### src/rtl/ped_pkg.sv
// Shared types and constants for the pedestrian crossing controller.
package ped_pkg;

  typedef enum logic [2:0] {
    LT_GREEN  = 3'b001,
    LT_YELLOW = 3'b010,
    LT_RED    = 3'b100
  } light_t;

  typedef enum logic [1:0] {
    ST_IDLE,
    ST_PENDING,
    ST_WALK,
    ST_CLEAR
  } ped_state_t;

  localparam int N = 0;
  localparam int E = 1;
  localparam int S = 2;
  localparam int W = 3;

  localparam int TMR_W = 16;

  // Anything other than a clean red or yellow is unsafe while pedestrians may be on the road.
  function automatic logic light_unsafe(input logic [2:0] code);
    return !((code == LT_RED) || (code == LT_YELLOW));
  endfunction

endpackage

### src/rtl/ped_debounce.sv
// Button conditioner: 2-flop synchronizer, tick-based stability counter, one-cycle press pulse.
module ped_debounce
  import ped_pkg::*;
#(
  parameter int DEB_TICKS = 20
) (
  input  logic clk_in,
  input  logic rstn,
  input  logic tick,
  input  logic btn_raw,
  output logic press
);

  localparam logic [TMR_W:0] DEB_LIM = (TMR_W + 1)'(DEB_TICKS);

  logic             sync_p0;
  logic             sync_p1;
  logic             deb_q;
  logic [TMR_W-1:0] cnt_q;

  function automatic logic [TMR_W-1:0] sat_inc(input logic [TMR_W-1:0] v);
    return (v == '1) ? v : v + 1'b1;
  endfunction

  always_ff @(posedge clk_in or posedge rstn) begin
    if (rstn) begin
      sync_p0 <= 1'b0;
      sync_p1 <= 1'b0;
      deb_q   <= 1'b0;
      cnt_q   <= '0;
      press   <= 1'b0;
    end else begin
      sync_p0 <= btn_raw;
      sync_p1 <= sync_p0;
      press   <= 1'b0;
      // Counter measures how long the synchronized level has disagreed with the debounced one.
      if (sync_p1 == deb_q) begin
        cnt_q <= '0;
      end else if (tick) begin
        if (({1'b0, cnt_q} + 1'b1) >= DEB_LIM) begin
          deb_q <= sync_p1;
          cnt_q <= '0;
          press <= sync_p1;
        end else begin
          cnt_q <= sat_inc(cnt_q);
        end
      end
    end
  end

endmodule

### src/rtl/ped_crossing_ctrl.sv
// Four-crossing pedestrian signal controller slaved to the vehicle light codes.
// Optional macro PED_CONFLICT_ERR_EN enables the sticky conflict_err flag.
module ped_crossing_ctrl
  import ped_pkg::*;
#(
  parameter int TICK_DIV    = 100000,
  parameter int DEB_TICKS   = 20,
  parameter int WALK_TICKS  = 4000,
  parameter int CLEAR_TICKS = 3000,
  parameter int FLASH_TICKS = 250
) (
  input  logic       clk_in,
  input  logic       rstn,
  input  logic [3:0] ped_btn,
  input  logic [2:0] north,
  input  logic [2:0] east,
  input  logic [2:0] south,
  input  logic [2:0] west,
  output logic [3:0] walk,
  output logic [3:0] dont_walk,
  output logic [3:0] req_pending,
  output logic       conflict_err
);

  localparam int PRE_W = (TICK_DIV > 1) ? $clog2(TICK_DIV) : 1;
  localparam logic [PRE_W-1:0] PRE_LAST  = PRE_W'(TICK_DIV - 1);
  localparam logic [TMR_W:0]   WALK_LIM  = (TMR_W + 1)'(WALK_TICKS);
  localparam logic [TMR_W:0]   CLEAR_LIM = (TMR_W + 1)'(CLEAR_TICKS);
  localparam logic [TMR_W:0]   FLASH_LIM = (TMR_W + 1)'(FLASH_TICKS);

  logic [PRE_W-1:0] pre_q;
  logic             tick;
  logic [3:0]       press;
  logic [2:0]       light [4];
  logic [2:0]       light_prev_q [4];
  ped_state_t       state_q [4];
  logic [TMR_W-1:0] tmr_q [4];
  logic [TMR_W-1:0] flash_cnt_q [4];
  logic [3:0]       flash_q;
  logic [3:0]       again_q;
  logic [3:0]       forced;
  logic [3:0]       red_onset;

  function automatic logic [TMR_W-1:0] sat_inc(input logic [TMR_W-1:0] v);
    return (v == '1) ? v : v + 1'b1;
  endfunction

  assign light[N] = north;
  assign light[E] = east;
  assign light[S] = south;
  assign light[W] = west;

  assign tick = (pre_q == PRE_LAST);

  always_ff @(posedge clk_in or posedge rstn) begin
    if (rstn) begin
      pre_q <= '0;
    end else if (tick) begin
      pre_q <= '0;
    end else begin
      pre_q <= pre_q + 1'b1;
    end
  end

  for (genvar g = 0; g < 4; g++) begin : g_deb
    ped_debounce #(.DEB_TICKS(DEB_TICKS)) u_deb (
      .clk_in (clk_in),
      .rstn   (rstn),
      .tick   (tick),
      .btn_raw(ped_btn[g]),
      .press  (press[g])
    );
  end

  always_comb begin
    forced    = '0;
    red_onset = '0;
    for (int i = 0; i < 4; i++) begin
      forced[i]    = ((state_q[i] == ST_WALK) || (state_q[i] == ST_CLEAR)) && light_unsafe(light[i]);
      red_onset[i] = (light[i] == LT_RED) && (light_prev_q[i] != LT_RED);
    end
  end

  // Per-crossing FSMs; outputs are decoded from the current state so they trail it by one cycle.
  always_ff @(posedge clk_in or posedge rstn) begin
    if (rstn) begin
      for (int i = 0; i < 4; i++) begin
        state_q[i]      <= ST_IDLE;
        tmr_q[i]        <= '0;
        flash_cnt_q[i]  <= '0;
        light_prev_q[i] <= LT_RED;
      end
      flash_q     <= '1;
      again_q     <= '0;
      walk        <= '0;
      dont_walk   <= '1;
      req_pending <= '0;
    end else begin
      for (int i = 0; i < 4; i++) begin
        light_prev_q[i] <= light[i];
        walk[i]         <= (state_q[i] == ST_WALK);
        req_pending[i]  <= (state_q[i] == ST_PENDING);
        dont_walk[i]    <= (state_q[i] == ST_IDLE) || (state_q[i] == ST_PENDING) ||
                           ((state_q[i] == ST_CLEAR) && flash_q[i]);
        if (forced[i]) begin
          state_q[i] <= ST_IDLE;
          again_q[i] <= 1'b0;
        end else begin
          case (state_q[i])
            ST_IDLE: begin
              if (press[i]) state_q[i] <= ST_PENDING;
            end
            ST_PENDING: begin
              if (red_onset[i]) begin
                state_q[i] <= ST_WALK;
                tmr_q[i]   <= '0;
              end
            end
            ST_WALK: begin
              if ((light[i] == LT_YELLOW) ||
                  (tick && (({1'b0, tmr_q[i]} + 1'b1) >= WALK_LIM))) begin
                state_q[i]     <= ST_CLEAR;
                tmr_q[i]       <= '0;
                flash_cnt_q[i] <= '0;
                flash_q[i]     <= 1'b1;
                again_q[i]     <= 1'b0;
              end else if (tick) begin
                tmr_q[i] <= sat_inc(tmr_q[i]);
              end
            end
            ST_CLEAR: begin
              if (press[i]) again_q[i] <= 1'b1;
              if (tick) begin
                if (({1'b0, flash_cnt_q[i]} + 1'b1) >= FLASH_LIM) begin
                  flash_q[i]     <= ~flash_q[i];
                  flash_cnt_q[i] <= '0;
                end else begin
                  flash_cnt_q[i] <= sat_inc(flash_cnt_q[i]);
                end
                if (({1'b0, tmr_q[i]} + 1'b1) >= CLEAR_LIM) begin
                  state_q[i] <= (again_q[i] || press[i]) ? ST_PENDING : ST_IDLE;
                  again_q[i] <= 1'b0;
                end else begin
                  tmr_q[i] <= sat_inc(tmr_q[i]);
                end
              end
            end
            default: state_q[i] <= ST_IDLE;
          endcase
        end
      end
    end
  end

`ifdef PED_CONFLICT_ERR_EN
  always_ff @(posedge clk_in or posedge rstn) begin
    if (rstn) begin
      conflict_err <= 1'b0;
    end else if (|forced) begin
      conflict_err <= 1'b1;
    end
  end
`else
  assign conflict_err = 1'b0;
`endif

endmodule

### config.mk
export PLATFORM = sky130hd
export DESIGN_NAME = ped_crossing_ctrl
export DESIGN_NICKNAME = d
export VERILOG_FILES = /design/src/rtl/ped_pkg.sv /design/src/rtl/ped_debounce.sv /design/src/rtl/ped_crossing_ctrl.sv
export SDC_FILE = /design/constraint.sdc
export NUM_CORES = 1
export LEC_CHECK = 0
export ABC_AREA = 1
export CORE_MARGIN = 2
export CORE_UTILIZATION = 65
export DETAILED_ROUTE_END_ITERATION = 12
export DONT_BUFFER_PORTS = 1
export HOLD_SLACK_MARGIN = 0.15
export PLACE_DENSITY = 0.81
export SLEW_MARGIN = 20
export SYNTH_ARGS = -nofsm -noshare
export SYNTH_HDL_FRONTEND = slang
export SYNTH_SLANG_ARGS = --single-unit
### constraint.sdc
create_clock -name clk_in -period 11.3 [get_ports clk_in]
set_input_delay 1.13 -clock clk_in [delete_from_list [all_inputs] [get_ports clk_in]]
set_output_delay 1.13 -clock clk_in [all_outputs]
set_load 0.02 [all_outputs]
After elaboration in Yosys (flattened, before gate mapping)
Index checks and enable logic that the tools add are counted.
Word-level totals
  bits in registers: 265
  output and inout bits: 13
  word-level logic and storage cells: 435
  input port bits: 18
Cells by class
  bitwise gates (word level): 12
  reduce and logical (&&, ||, !) cells: 92
  equality and inequality tests: 93
  $add $sub $neg: 25
  mux-type cells: 149
  order comparisons: 16
Operators by type and width (number)
  $mux W16: 56
  $add A16 B1 Y17 const B: 12
  $add A16 B1 Y16 const B: 12
  $eq A16 B16 Y1 const B: 12
  $pmux W16 S3: 4
  $ge A17 B12 Y1 const B: 8
  $pmux W16 S2: 4
  $ge A17 B5 Y1 const B: 4
  $ge A17 B8 Y1 const B: 4
  $reduce_and A5 Y1: 12
  $mux W1: 48
  $mux W2: 24
  $ne A3 B2 Y1 const B: 16
  $ne A3 B3 Y1 const B: 16
  $pmux W2 S4: 4
  $logic_or A1 B1 Y1: 24
  $ne A2 B2 Y1 const B: 12
  $reduce_and A6 Y1: 4
  $reduce_bool A3 Y1: 8
  $add A17 B1 Y17 const B: 1
  $eq A17 B17 Y1 const B: 1
  $mux W17: 1
  $eq A2 B2 Y1 const B: 8
  $logic_and A1 B1 Y1: 16
  other kinds (13): 76

Logic depth before layout (Yosys ltp)
Gate-level depths: netlist (run 1).
  depth after elaboration: 7
  depth in mapped cells: 18
  mapped depth without buffers: 17

Cells and area by module
Synthesis (run 1) repeated with hierarchy kept, for this count alone.
Unflattened totals
  cells, all modules: 2416
  area, all modules: 17087.6 µm²
By module, submodules not included
  ped_crossing_ctrl: instances 1, sequential area each 4644.5 µm², cells each 1716, area an instance 12171.7 µm²
  ped_debounce at g_deb[0].u_deb ...: instances 3, sequential area each 500.5 µm², cells each 175, area an instance 1232.4 µm²
  ped_debounce at g_deb[3].u_deb: instances 1, sequential area each 500.5 µm², cells each 175, area an instance 1218.7 µm²

Worst setup path after synthesis (run 1)
Ideal clock, no wire load.
  kind: input to register
  start point: in east[1]
  end point: reg tmr_q[33] (netlist name)
  library setup time: 0.117 ns
  path slack: 8.937 ns
  data required time: 11.183 ns
  data arrival time: 2.246 ns
  cell stages on the path: 11
  path buffers: 1
  cell sequence: nor3_1 > inv_1 > nand2_1 > nor2_1 > inv_1 > nand3_1 > a21oi_2 > nand2_2 > buf_4 > nand2_1 > nand2_1
On the way
  cells in the longest elaborated chain, start to end: 6
  elaborated cells between the ends (all ways): 13
  classes of those cells: 4 x eq/ne; 2 x mux; 1 x bitwise; 6 x reduce/logical
Ends and longest elaborated chain
  start, declared: RTL line ped_crossing_ctrl.sv:16  | input logic [2:0] east,
  $eq A3 B3 Y1 or $eq A3 B2 Y1 (tied branches): RTL line ped_pkg.sv:26, ped_crossing_ctrl.sv:80, ped_crossing_ctrl.sv:120
  $logic_or A1 B1 Y1: RTL line ped_pkg.sv:26  | return !((code == LT_RED) || (code == LT_YELLOW));
  $logic_not A1 Y1: RTL line ped_pkg.sv:26
  $logic_and A1 B1 Y1: RTL line ped_crossing_ctrl.sv:79  | forced[i] = ((state_q[i] == ST_WALK) || (state_q[i] == ST_CLEAR)) && light_unsafe(light[i]);
  $not A1 Y1 (no source line)
  $reduce_and A6 Y1 (no source line)
  end signal, assigned by index: RTL line ped_crossing_ctrl.sv:128  | tmr_q[i] <= sat_inc(tmr_q[i]);
  end signal, assigned by index: RTL line ped_crossing_ctrl.sv:144  | tmr_q[i] <= sat_inc(tmr_q[i]);
  end, declared: RTL line ped_crossing_ctrl.sv:37  | logic [TMR_W-1:0] tmr_q [4];
Parallel ways exist; a longest one is shown, timed or not.
A chain may end at the register's enable or synchronous reset.

Final worst setup path (run 1)
  start point: reg pre_q[12]
  end point: reg tmr_q[48] (netlist name)
On the way
  cells in the longest elaborated chain, start to end: 5
  elaborated cells between the ends (all ways): 8
  classes of those cells: 3 x eq/ne; 2 x mux; 3 x reduce/logical
Ends and longest elaborated chain
  start, declared: RTL line ped_crossing_ctrl.sv:31  | logic [PRE_W-1:0] pre_q;
  start signal, assigned: RTL line ped_crossing_ctrl.sv:61  | pre_q <= pre_q + 1'b1;
  $eq A17 B17 Y1 *: RTL line ped_crossing_ctrl.sv:53  | assign tick = (pre_q == PRE_LAST);
  $logic_and A1 B1 Y1: RTL line ped_crossing_ctrl.sv:121  | (tick && (({1'b0, tmr_q[i]} + 1'b1) >= WALK_LIM))) begin
  $logic_or A1 B1 Y1: RTL line ped_crossing_ctrl.sv:120  | if ((light[i] == LT_YELLOW) ||
  $ne A3 B2 Y1 (no source line) or $mux W16 (tied branches)
  $reduce_and A6 Y1 (no source line) or $pmux W16 S3 (tied branches)
Every way passes the cells marked *; elsewhere a longest branch is shown, timed or not.

==> results of run 1 <==
## through the flow
step / power, mW / area [sq um] / util, % / setup WS [ps] / std cells
3_5_place_dp: 1.02 / 16400 / 67.3 / 8100 / 2514
2_1_floorplan: 1.01 / 16200 / - / 2890 / 2221
4_1_cts: 1.96 / 17400 / 71.2 / 8090 / 2565
5_1_grt: 2.01 / 17400 / 71.2 / 7750 / 2565
6_report: 1.94 / 17400 / 71.2 / 8050 / 2565
3_3_place_gp: 1.01 / 16400 / 67.3 / 8220 / 2514
## metal layers
layer	GRT usage, %	share of wire [%]
met1	34.9	47
met2	44.1	47
met3	3.09	3.5
met4	7.32	2.3
met5	0	0
## power breakdown
| group | switching [mW] | internal [mW] |
|---|---|---|
| clock network | 0.383 | 0.560 |
| registers | 0.00464 | 0.956 |
| logic | 0.0301 | 0.00715 |
| total | 0.418 | 1.52 |
## flip-flops by register name (all words and copies together) (netlist names), 8 cells and up
signal,flops
tmr_q,64
light_prev_q,12
pre_q,17
flash_cnt_q,64
g_deb.u_deb.cnt_q,64
state_q,8
## how the worst max path moves through the flow
stage | end | slack (ps) | cells past startpoint
6_report | tmr_q[48] | 8050 | 9
5_1_grt | tmr_q[50] | 7750 | 10
3_5_place_dp | tmr_q[50] | 8100 | 9
2_1_floorplan | again_q[0] | 2890 | 1
3_3_place_gp | tmr_q[50] | 8220 | 10
4_1_cts | tmr_q[48] | 8090 | 9
## logic make-up after synthesis
group	after synthesis
DFF	265
muxes	2
adders and majority gates	41
xor gates and xnor gates	117
AOI/OAI and AO/OA	110
buffers and inverters	325
and+or+nand+nor	1360
other	1
## cell type report
type	instances	area (sq um)	share of cell area, %
Multi-Input combinational cell	1631	8230	47.4
Timing Repair Buffer	1	20.0	0.115
Clock inverter	9	101	0.584
Inverter	293	1110	6.41
Clock buffer	42	845	4.86
Tap cell	324	405	2.33
Sequential cell	265	6650	38.3
## critical path, delay by kind of cell, from the launching register on
family	cells	cell delay, ps
flip-flops	1	430
buffers and inverters	1	540
AND/OR/NAND/NOR	8	2160
## placed cells by master, fill, tap and decap left out, drive strengths merged, types with 2 or more instances in the layout
cell,count
a21boi,5
a21oi,31
bufinv,2
clkbuf,42
clkinv,8
dfrtp,253
dfstp,12
ha,41
inv,291
mux2,2
nand2,640
nand3,233
nand3b,13
nand4,62
nor2,347
nor3,48
nor4,4
o21ai,63
o21bai,3
o22ai,3
or2,11
xnor2,25
xor2,92
==> results.md, run 1 <==
- DP Wirelength: ~23000 um
- Reg2reg end: tmr_q[48]
- Routed Antenna Nets: 0
- RSZ-0062 raised after global routing: false
- Adder-cell share of the synthesized area: 3.16%
- Vias: between 10000 and 15000
- Overall die height: ~160 um
- Residual DRC count: 0
- Peak Freq: between 300 and 400 MHz
- Initial Utilization: between 60% and 70%
- Post-synthesis xor/xnor area fraction: approximately 6.4%
- R2R Setup Slk: 8050 ps
- Gr usage total: 25.8%
- Synthesized cell area: around 16000 sq um
- Core ar.: roughly 24000 sq um
- Final nets: 2280
- Hold Path Depth: 0
- Post-synth EDFFs: 0
- First-pass DRT Iterations: 6
- Layout cells sized above 1: 7.50%
- Setup TNS: 0 ps
- Ys flop type: dfrtp_1
- Main combinational cell family by area after synthesis: simple AND/OR/NAND/NOR gates
- Synth Area in Simple Gates: 37.1%
- Ys async rst share: 100%
- CP required: roughly 12000 ps
- Synthesis-to-finish area growth: 7.09%
- Worst Path Arrival: 3680 ps
- Syn avg cell area: roughly 7.3 sq um
- Syn_nets: about 2300
- Peak VDD IR: 0.127 mV
- Largest net degree at the start of global routing: between 100 and 150
- Iter 0 DRT Violations: around 1000
- Syn. warnings: 0
- Hold-fix buffers, CTS: 0
- Synth top cells by count: 623 x nand2_1, 311 x nor2_1, 282 x inv_1
- Post-cts sizing count: 0
- Status: finished clean
- Initial antenna violation count: 0
- Post-synthesis mux area share: less than 1%
- Post-route minimum period: ~3200 ps
- Final Hold Fails: 0
- Crit path launch: pre_q[12]
- GRT Residual Overflow: 0
- Max Buffers Root-to-Sink: 3
- Row Count: 57
- Slowest stage delay, CP: 540 ps
- Synth Area in Compound Gates: around 4.0%
- Hold_sp: g_deb[0].u_deb.sync_p0
- Hold crit path type: flop to flop
- Kind of start point of the critical path: flop
- Slew Limit Fails: 0
- I/O Buffers: 0
- Max FO, Critical Path: 20
- Routability cong.: between 0.9 and 1
- Vias in the first global route: ~13000
- Die X: around 160 um
- RR Startpoint: pre_q[12]
- Hold endpoint: g_deb[0].u_deb.sync_p1
- Cell Pwr Density: 112 nW/um^2
- Clk sink count: 265
- Number of diodes: 0
- Worst Setup End Kind: flop
- Final setup fails: 0
- Routed wire per std cell: 12.9 um
- Largest area contributor in the netlist: dfrtp_1
- Syn Inst Count: 2221
- Filler instances: 1969
- CTS Buf Count: 29
- Slowest CP cell: inv_1
- Ranking of synthesized cells by area: dfrtp_1 39%, nand2_1 14%, nor2_1 7.2%, nand3_1 6.9%, inv_1 6.5%
- CTS tree: built
- Slew @ Worst Pin: about 900 ps
- Clock Pin Slew Worst Setup and Hold Paths: approximately 60 ps
- Die Footprint: between 20000 and 30000 sq um
- Post-CTS Setup Bufs: 0
- CP dominant cell by count: nand2_1
- Synth cell types: 52
- Leak: between 8 and 9 nW
- Synth Register Bits: between 200 and 300
- Clock Latency Late Sink: between 500 and 600 ps
- I/O pin count: 31
- WL final: between 30000 and 40000 um
- Worst setup path category: flop to flop
- DR vias/cell: ~5.4
- Top-count cell post-synth: nand2_1
- Max-cap violation count: 0
- Worst Hold Slack: a little over 400 ps
- Root Driver: clkbuf_16
- Normalized max-slew margin: about 40%
- H-tree Lvls: 1
- Final period utilization: 28.8%
- Global-route wire length before repair: ~58000 um
- Worst clock skew: roughly 15 ps
- Sequential area share after synthesis: approximately 40%
- Critical-path cell list: or2_1, nor3_2, nand4_2, inv_1, nand2_1, nand2_1, nand2_1, nor2_1, nor2_1
- Share of the synthesized area in the top cell type: slightly below 40%
- FF-to-FF path depth: 9
Note: power is estimated with default switching activity, not from simulation.
==> run 2: changes to the inputs <==
--- a/config.mk
+++ b/config.mk
@@ -5,13 +5,13 @@
 export SDC_FILE = /design/constraint.sdc
 export NUM_CORES = 1
 export LEC_CHECK = 0
-export ABC_AREA = 1
+export ABC_AREA = 0
 export CORE_MARGIN = 2
-export CORE_UTILIZATION = 65
+export CORE_UTILIZATION = 58
 export DETAILED_ROUTE_END_ITERATION = 12
 export DONT_BUFFER_PORTS = 1
 export HOLD_SLACK_MARGIN = 0.15
-export PLACE_DENSITY = 0.81
+export PLACE_DENSITY = 0.76
 export SLEW_MARGIN = 20
 export SYNTH_ARGS = -nofsm -noshare
 export SYNTH_HDL_FRONTEND = slang
==> constraint.sdc (replaced) <==
create_clock -name clk_in -period 2.7 [get_ports clk_in]
set_input_delay 0.27 -clock clk_in [delete_from_list [all_inputs] [get_ports clk_in]]
set_output_delay 0.27 -clock clk_in [all_outputs]
set_load 0.02 [all_outputs]
==> results.md, run 2 <==
- Status: complete, but fails checks
- Violated checks: negative setup slack
- Core Util, Final: 72.3% (+1.1 points)
- Synthesis-to-finish area growth: 23.3%
- Clk sink count: 265 (unchanged)
- DR vias/cell: 6.16 (+15%)
- Gr usage total: 25.1% (-0.69 points)
- Slew Limit Fails: 0 (unchanged)
- Largest area contributor in the netlist: dfrtp_1
- Sequential area share after synthesis: 43.8% (+2.8 points)
- Worst setup margin: -113 ps (-8160 ps)
- Overall die height: 166 um (+2.4%)
- GRT Residual Overflow: 0 (unchanged)
- Cell Pwr Density: 593 nW/um^2 (+430%)
- Final nets: 1867 (-18%)
- Total Power: 11.1 mW (+470%)
- RSZ-0062 raised after global routing: true
- Die X: 166 um (+2.4%)
- CTS Buf Count: 29 (unchanged)
- Syn. warnings: 0 (unchanged)
- Worst Hold Slack: 175 ps (-230 ps)
- Routed Antenna Nets: 0 (unchanged)
- Core ar.: 25900 sq um (+6.2%)
- Normalized max-slew margin: 47.6% (+7.6 points)
- Post-synth EDFFs: 0 (unchanged)
- Ys flop type: dfrtp_1
- Vias in the first global route: 12900 (-3.0%)
- CP required: 3140 ps (-8600 ps)
- Commonest non-fill, non-tap cell in the layout: dfrtp_1
- CTS tree: built
- Max Buffers Root-to-Sink: 3 (unchanged)
- Worst Setup End Kind: flop
- Worst Path Arrival: 3260 ps (-420 ps)
- Global-route wire length before repair: 60300 um (+3.8%)
- Synth Register Bits: 265 (unchanged)
- R2R Setup Slk: -110 ps (-8160 ps)
- Number of diodes: 0 (unchanged)
- Peak Freq: 355 MHz (+15%)
- Top-count cell post-synth: dfrtp_1
- Max FO, Critical Path: 7 (-65%)
- Routed wire per std cell: 16.6 um (+28%)
- H-tree Lvls: 1 (unchanged)
- Worst setup path category: flop to flop
- First-pass DRT Iterations: 5 (-1)
- Initial Utilization: 58.6% (-7.8 points)
- Top flop regs: flash_cnt_q x64, g_deb.u_deb.cnt_q x64, tmr_q x64
- Leak: 7.98 nW (-11%)
- Synthesized cell area: 15200 sq um (-6.3%)
- Final setup fails: 17 (+17)
- Synth cell types: 103 (+98%)
- Worst clock skew: 12.3 ps (-2.26 ps)
- Vias: 13300 (-3.3%)
- Row Count: 59 (+3.5%)
- Residual DRC count: 0 (unchanged)
- Share of the synthesized area in the top cell type: 41.7% (+2.6 points)
- Slew @ Worst Pin: 784 ps (-116 ps)
- Kind of start point of the critical path: flop
- Largest net degree at the start of global routing: 68 (-49%)
- DP Wirelength: 24000 um (+2.7%)
- Die Footprint: 27500 sq um (+4.9%)
- Syn avg cell area: 9.25 sq um (+27%)
- Most frequent cells in the layout: 242 x dfrtp_1, 166 x buf_4, 132 x nand2_1
- Hold crit path type: input port to flop
- Synth top cells by count: 253 x dfrtp_1, 134 x nand2_1, 100 x nor2_1
- Layout cells sized above 1: 23.3% (+16 points)
- Clock Pin Slew Worst Setup and Hold Paths: 60 ps (about the same)
- Final period utilization: 104% (+75 points)
- Clock Latency Late Sink: 550 ps (about the same)
- Ranking of synthesized cells by area: dfrtp_1 42%, and2_1 4.0%, ha_1 3.4%, nand2_1 3.3%, o21ai_0 3.1%
- Place WS: -149 ps (-8250 ps)
- I/O pin count: 31 (unchanged)
- Syn Inst Count: 1642 (-26%)
- Peak VDD IR: 0.872 mV (+590%)
- Post-route minimum period: 2810 ps (-436 ps)
- I/O Buffers: 0 (unchanged)
- Syn_nets: 1701 (-25%)
- Routability cong.: 0.894 (-3.3%)
- Max-cap violation count: 0 (unchanged)
- WL final: 35900 um (+8.2%)
- Initial antenna violation count: 1 (+1)
- Ys async rst share: 100% (unchanged)
- Root Driver: clkbuf_16
- Final Hold Fails: 0 (unchanged)
- Iter 0 DRT Violations: 1025 (+2.1%)
## run 2: logic make-up after synthesis
family          after synthesis  synth area share, %
mux                          25                 1.70
fa+ha+maj                    41                 3.38
compound gates              413                 18.4
flops                       265                 43.8
xor+xnor                     52                 3.00
other cells                   1               0.0247
simple gates                712                 25.9
buf+inv                     133                 3.86
## run 2: cell type report
type / count / area (sq um)
clock buffer: 39 / 783
clock inverter: 12 / 194
fill: 1852 / 7180
inverter: 63 / 240
multi-input combinational: 1245 / 8680
sequential: 265 / 6660
tap: 335 / 419
timing repair buffer: 204 / 1760
## run 2: critical path, cell delays in order (launching register included)
cell     delay [ps]
dfrtp_1         390
buf_6           140
nand4_1         260
buf_4           240
nor4_2          160
o31ai_2         120
o31ai_2         270
a21oi_2          60
or4_4           540
or2_4           300
o31ai_1         230
## run 2: final timing paths
path / end / cells after the start / startpoint
max: flash_cnt_q[7] / 10 / tmr_q[1]
min: state_q[5] / 4 / east[1]
max reg2reg: flash_cnt_q[7] / 10 / tmr_q[1]
min reg2reg: g_deb[0].u_deb.sync_p1 / 0 / g_deb[0].u_deb.sync_p0
max in group asynchronous: tmr_q[8] / 3 / rstn
min in group asynchronous: flash_cnt_q[51] / 2 / rstn
## run 2: where the power goes
group / leakage [nW] / internal, mW / switching (mW)
clock: 0.472 / 2.50 / 1.59
combinational: 3.98 / 1.12 / 1.37
sequential: 3.52 / 4.23 / 0.306
## run 2: repair_timing
action | 4_1_cts | 5_1_grt
hold buffers | 17 | 0
endpoints found under the hold margin | 90 | 0
endpoints found under the setup margin | 38 | 120
resized for setup | 24 | 151
setup buffers | 0 | 26
pin swaps | 3 | 60
cloned | 0 | 4
## run 2: layer usage
metal	GRT usage [%]	vias to the layer above	wire [um]
li1	-	6380	-
met1	33.9	6538	15900
met2	43.2	351	17800
met3	3.34	55	1660
met4	6.09	0	588
met5	0	-	0
## run 2: per-stage QoR
stage | setup TNS (ps) | cells | instance area [sq um]
4_1_cts | -2.27 | 2133 | 17900
3_5_place_dp | -1420 | 2065 | 16600
5_1_grt | -7710 | 2163 | 18700
2_1_floorplan | -271650 | 1642 | 15200
3_3_place_gp | -164 | 2065 | 16600
6_report | -898 | 2163 | 18700
